===== src/rtl/uart_pkg.sv =====
// Shared UART definitions: default frame geometry and the receive FSM encoding.
package uart_pkg;

    localparam int UART_OVERSAMBLE = 16;
    localparam int UART_DATA_BITS  = 8;

    typedef enum logic [2:0] {
        IDLE,
        START,
        DATA,
        PARITY,
        STOP
    } rx_state_t;

    function automatic logic maj3(input logic a, input logic b, input logic c);
        return (a & b) | (a & c) | (b & c);
    endfunction

endpackage


===== src/rtl/uart_bit_sampler.sv =====
// Line synchroniser and 3-vote majority sampler for the UART receive path.
module uart_bit_sampler
    import uart_pkg::*;
(
    input  logic clk,
    input  logic rst,
    input  logic rx_in,
    input  logic vote_en,
    input  logic vote_last,
    output logic rx_sync,
    output logic bit_val
);

    logic [1:0] sync_ff;
    logic [2:0] votes;

    always_ff @(posedge clk) begin
        if (rst) begin
            sync_ff <= 2'b11;
            votes   <= 3'b111;
        end else begin
            sync_ff <= {sync_ff[0], rx_in};
            if (vote_en)
                votes <= {votes[1:0], sync_ff[1]};
        end
    end

    assign rx_sync = sync_ff[1];

    // On the third vote the decision is needed in the same cycle, so bypass the register.
    assign bit_val = vote_last ? maj3(votes[1], votes[0], rx_sync)
                               : maj3(votes[2], votes[1], votes[0]);

endmodule


===== src/rtl/uart_receiver.sv =====
// UART receiver: start detection, LSB-first data capture, optional parity and stop-bit check.
module uart_receiver
    import uart_pkg::*;
#(
    parameter int OVERSAMBLE = UART_OVERSAMBLE,
    parameter int DATA_BITS  = UART_DATA_BITS
) (
    input  logic                 clk,
    input  logic                 rst,
    input  logic                 Rx_clk,
    input  logic                 rx_in,
    input  logic                 parity_en,
    input  logic                 parity_odd,
    output logic [DATA_BITS-1:0] rx_data,
    output logic                 rx_valid,
    output logic                 parity_err,
    output logic                 frame_err,
    output logic                 rx_busy
);

    localparam int M  = OVERSAMBLE / 2;
    localparam int TW = $clog2(OVERSAMBLE);
    localparam int BW = $clog2(DATA_BITS);

    localparam logic [TW-1:0] T_LAST = TW'(OVERSAMBLE - 1);
    localparam logic [TW-1:0] T_V0   = TW'(M - 1);
    localparam logic [TW-1:0] T_V2   = TW'(M + 1);
    localparam logic [BW-1:0] B_LAST = BW'(DATA_BITS - 1);

    rx_state_t state, state_nx;

    logic [TW-1:0]        tick_cnt;
    logic [BW-1:0]        bit_idx;
    logic                 armed;
    logic [DATA_BITS-1:0] shift_reg;
    logic                 par_acc;
    logic                 par_en_q;
    logic                 par_odd_q;
    logic                 par_bad;

    logic rx_sync;
    logic bit_val;
    logic vote_en;
    logic vote_last;
    logic bit_end;
    logic stop_done;
    logic start_det;

    assign vote_en   = Rx_clk && (tick_cnt >= T_V0) && (tick_cnt <= T_V2);
    assign vote_last = Rx_clk && (tick_cnt == T_V2);
    assign bit_end   = Rx_clk && (tick_cnt == T_LAST);
    assign stop_done = vote_last && (state == STOP);
    assign start_det = Rx_clk && (state == IDLE) && !rx_sync && armed;

    uart_bit_sampler u_sampler (
        .clk       (clk),
        .rst       (rst),
        .rx_in     (rx_in),
        .vote_en   (vote_en),
        .vote_last (vote_last),
        .rx_sync   (rx_sync),
        .bit_val   (bit_val)
    );

    always_ff @(posedge clk) begin
        if (rst)
            state <= IDLE;
        else
            state <= state_nx;
    end

    always_comb begin
        state_nx = state;
        case (state)
            IDLE:    if (start_det) state_nx = START;
            START:   if (bit_end) state_nx = bit_val ? IDLE : DATA;
            DATA:    if (bit_end && bit_idx == B_LAST) state_nx = par_en_q ? PARITY : STOP;
            PARITY:  if (bit_end) state_nx = STOP;
            STOP:    if (stop_done) state_nx = IDLE;
            default: state_nx = IDLE;
        endcase
    end

    always_comb begin
        rx_busy = (state != IDLE);
    end

    always_ff @(posedge clk) begin
        if (rst) begin
            tick_cnt   <= '0;
            bit_idx    <= '0;
            armed      <= 1'b0;
            shift_reg  <= '0;
            par_acc    <= 1'b0;
            par_en_q   <= 1'b0;
            par_odd_q  <= 1'b0;
            par_bad    <= 1'b0;
            rx_data    <= '0;
            rx_valid   <= 1'b0;
            parity_err <= 1'b0;
            frame_err  <= 1'b0;
        end else begin
            rx_valid <= stop_done;
            if (Rx_clk) begin
                // Counter restarts on every state change and at each bit boundary.
                if (state_nx != state || bit_end || state == IDLE)
                    tick_cnt <= '0;
                else
                    tick_cnt <= tick_cnt + 1'b1;

                case (state)
                    IDLE: begin
                        if (rx_sync)
                            armed <= 1'b1;
                        if (start_det) begin
                            bit_idx   <= '0;
                            par_en_q  <= parity_en;
                            par_odd_q <= parity_odd;
                            par_acc   <= 1'b0;
                            par_bad   <= 1'b0;
                        end
                    end
                    DATA: begin
                        if (bit_end) begin
                            shift_reg <= {bit_val, shift_reg[DATA_BITS-1:1]};
                            par_acc   <= par_acc ^ bit_val;
                            bit_idx   <= (bit_idx == B_LAST) ? '0 : bit_idx + 1'b1;
                        end
                    end
                    PARITY: begin
                        if (bit_end)
                            par_bad <= bit_val ^ par_acc ^ par_odd_q;
                    end
                    STOP: begin
                        if (stop_done) begin
                            rx_data    <= shift_reg;
                            parity_err <= par_bad;
                            frame_err  <= ~bit_val;
                            // A low stop bit may be a break; wait for the line to go high again.
                            if (!bit_val)
                                armed <= 1'b0;
                        end
                    end
                    default: ;
                endcase
            end
        end
    end

endmodule


===== config.mk =====
export PLATFORM = sky130hd
export DESIGN_NAME = uart_receiver
export DESIGN_NICKNAME = d
export VERILOG_FILES = /design/src/rtl/uart_pkg.sv /design/src/rtl/uart_bit_sampler.sv /design/src/rtl/uart_receiver.sv
export SDC_FILE = /design/constraint.sdc
export NUM_CORES = 1
export LEC_CHECK = 0
export ABC_AREA = 1
export BUFFER_PORTS_ARGS = -buffer_cell sky130_fd_sc_hd__buf_2
export CORE_UTILIZATION = 40
export CTS_BUF_LIST = sky130_fd_sc_hd__clkbuf_8
export CTS_CLUSTER_SIZE = 10
export DETAILED_ROUTE_END_ITERATION = 6
export PLACE_DENSITY = 0.69
export SYNTH_ARGS = -nofsm -noshare
export SYNTH_HDL_FRONTEND = slang
export SYNTH_SLANG_ARGS = --single-unit

===== constraint.sdc =====
create_clock -name clk -period 2.8 [get_ports clk]
set_clock_uncertainty 0.2 [all_clocks]
set_input_delay 0.14 -clock clk [delete_from_list [all_inputs] [get_ports clk]]
set_output_delay 0.14 -clock clk [all_outputs]
set_load 0.02 [all_outputs]

==> out/results.tsv <==
metric	value	unit
status	completed	
reg2reg_depth	9	
busiest_layer	met2	
via_per_inst	4.76	
power_density	521	nW/um^2
ys_ff_latch	39	
grt_use_met2	27.1	%
max_stage_delay	0.43	ns
h-tree-depth	2	
cts_root_buf	clkbuf_8	
peakVddDrop	0.244	mV
syn_area_per_cell	7.67	um^2
yosys.area_share.simple	31.3	%
synth_edf_count	0	
setup_viol	0	
syn_area	1780	um^2
yosys_warnings	0	
grt_use_met3	3.95	%
cp.required	2.79	ns
synth_cells	232	
muxShareOfSynthArea	0	%
dieWidth	68.7	um
critPathLaunchType	register	
pin_count	18	
rsz0062_at_grt	false	
clk_path_buf_depth	2	
nets	266	
gp_congestion	0.831	
final_util	49.4	%
fin_crit	1.84	ns
drv_slew	0	
setup.worst_path.class	reg -> reg	
clk_pin_slew	0.08	ns
first_pass_iters	4	
endpoint_kind	register	
rr_endpoint	rx_data[1]$_SDFFE_PP0P_	
grt_first_pass_wirelength	5660	um
synthToLayoutAreaGrowth	15.1	%
vias	1457	
ff2ff_setup_slack	0.96	ns
grt_remaining_overflow	0	
min-delay-path-class	in -> reg	
synth_compound_gate_area_share	12.8	%
grt_util_all_layers	16.4	%
gr-usage-met1	20.4	%
clock.fmax	0.543	GHz
portBuffers	17	
drt-initial-drc-count	51	
p_total	0.00107	W
whs_endpoint	tick_cnt[0]$_SDFFE_PP0P_	
synth_top_family_by_area	simple AND/OR/NAND/NOR gates	
dieArea	4720	um^2
drc_errors	0	
grt_start_max_net_pins	25	
finalCritPeriodShare	65.8	%
slowest_stage	dfxtp_1	
cts_tree	built	
rows	23	
min_path_cells	3	
cts_buffers	5	
r2r-start	tick_cnt[0]$_SDFFE_PP0P_	
crit_chain	ha_1, inv_1, nor2_1, nand2_1, nor2_1, buf_4, clkinv_1, nor2_1, nor2_1	
coreArea	4140	um^2
worst_skew_pair.late_latency	0.29	ns
path_common_cell	nor2_1	
slew_headroom	58.4	%
diodes	0	
tightest_slew	0.624	ns
yosysSeqAreaShare	43.9	%
routedWlPerCell	11.0	um
drive_gt1_share	20.3	%
ys.flop_type	dfxtp_1	
grt_pass1_vias	1313	
drt-total-wl	3370	um
yosys.area_share.xor_xnor	0.985	%
hold_start	Rx_clk	
drtAntennaViolNets	0	
async_flop_share	0	%
clock_sinks	39	
cap_violations	0	
dp_hpwl	2490	um
finalHoldViolations	0	
cts_resized	0	
setup_tns	0	ns
antenna_found_initial	0	
arrival	1.83	ns
synth_fa_ha_area_share	3.52	%
leakage	1.05	nW
start_util	42.9	%
cp_max_fo	12	
die_h	68.7	um
syn_nets	243	
synth_cell_types	31	
cts_hold_buf	4	
postCtsSetupRepairBufs	0	
## synthesized netlist by cell type (3+ instances only)
cell type | n | area [um^2]
nand3_1 | 12 | 60.1
o21ai_0 | 21 | 105
clkbuf_1 | 3 | 11.3
inv_1 | 17 | 63.8
nor2_4 | 4 | 45.0
nand2_1 | 33 | 124
nor2_1 | 47 | 176
inv_2 | 4 | 15.0
nand2_2 | 7 | 43.8
o21ai_1 | 4 | 20.0
dfxtp_1 | 39 | 781
ha_1 | 5 | 62.6
a21oi_1 | 11 | 55.1
## worst max-delay path: cells and delay by family (launching register included)
kind / cells / cell delay (ns)
simple gates: 5 / 0.48
flops: 1 / 0.43
fa+ha+maj: 1 / 0.20
buf+inv: 3 / 0.43
## layout by cell type, fill, tap and decap left out, types with 2 or more instances in the layout
cell,synthesis,routed
o21ai_1,4,4
nor2_1,47,47
nand3_2,2,2
nand2_1,33,33
inv_1,17,17
dlygate4sd3_1,0,4
a21oi_1,11,11
ha_1,5,5
buf_2,0,17
inv_4,2,2
nand2_2,7,7
nand3_1,12,12
or2_2,2,2
dfxtp_1,39,39
inv_2,4,4
o211ai_1,2,2
clkbuf_8,0,5
nand4_1,2,2
o21ai_0,21,21
nor2_4,4,4
nor2_8,2,2
## worst max-delay path by stage
stage / from / endpoint / slack, ns / cells after the start
after detailed placement: tick_cnt[0]$_SDFFE_PP0P_ / rx_data[5]$_SDFFE_PP0P_ / 0.97 / 9
final: tick_cnt[0]$_SDFFE_PP0P_ / rx_data[1]$_SDFFE_PP0P_ / 0.96 / 9
after floorplan: tick_cnt[0]$_SDFFE_PP0P_ / tick_cnt[1]$_SDFFE_PP0P_ / 1.21 / 11
after CTS: tick_cnt[0]$_SDFFE_PP0P_ / bit_idx[1]$_SDFFE_PP0P_ / 0.96 / 9
after global placement: tick_cnt[0]$_SDFFE_PP0P_ / rx_data[1]$_SDFFE_PP0P_ / 1.03 / 9
after global routing: tick_cnt[0]$_SDFFE_PP0P_ / rx_data[3]$_SDFFE_PP0P_ / 0.78 / 9
## metrics by stage
| stage | instance area [um^2] | instances | hold slack (ns) | setup WS [ns] |
|---|---|---|---|---|
| global placement | 1900 | 294 | 0.124 | 1.03 |
| CTS | 2050 | 306 | 0.0150 | 0.960 |
| detailed placement | 1900 | 294 | 0.125 | 0.973 |
| global route | 2050 | 306 | 0.0778 | 0.778 |
| finish | 2050 | 306 | 0.0228 | 0.959 |
| floorplan | 1780 | 232 | 0.0438 | 1.21 |
## where the power goes
part | switching, W | internal (W)
Combinational | 0.0000221 | 0.0000160
Sequential | 0.00000364 | 0.000559
Clock | 0.000202 | 0.000265
Total | 0.000227 | 0.000840
## kinds of logic (layout without fill, tap and decap cells)
family	after synthesis	after routing
AO/OA/AOI/OAI	42	42
flip-flops	39	39
XOR/XNOR	2	2
buffers and inverters	30	54
AND/OR/NAND/NOR	114	114
adder cells (fa/ha/maj)	5	5
## area by class of cell
type | count | area (um^2)
Clock buffer | 5 | 68.8
Sequential cell | 39 | 781
Inverter | 24 | 95.1
Multi-Input combinational cell | 163 | 865
Tap cell | 50 | 62.6
Fill cell | 430 | 2100
Clock inverter | 3 | 43.8
Timing Repair Buffer | 22 | 133
## routing by layer
layer | routed length [um] | part of all wire [%]
met2 | 1600 | 47
met1 | 1610 | 48
met3 | 99 | 2.9
met4 | 63 | 1.9
met5 | 0 | 0
(Power assumes the default switching activity.)
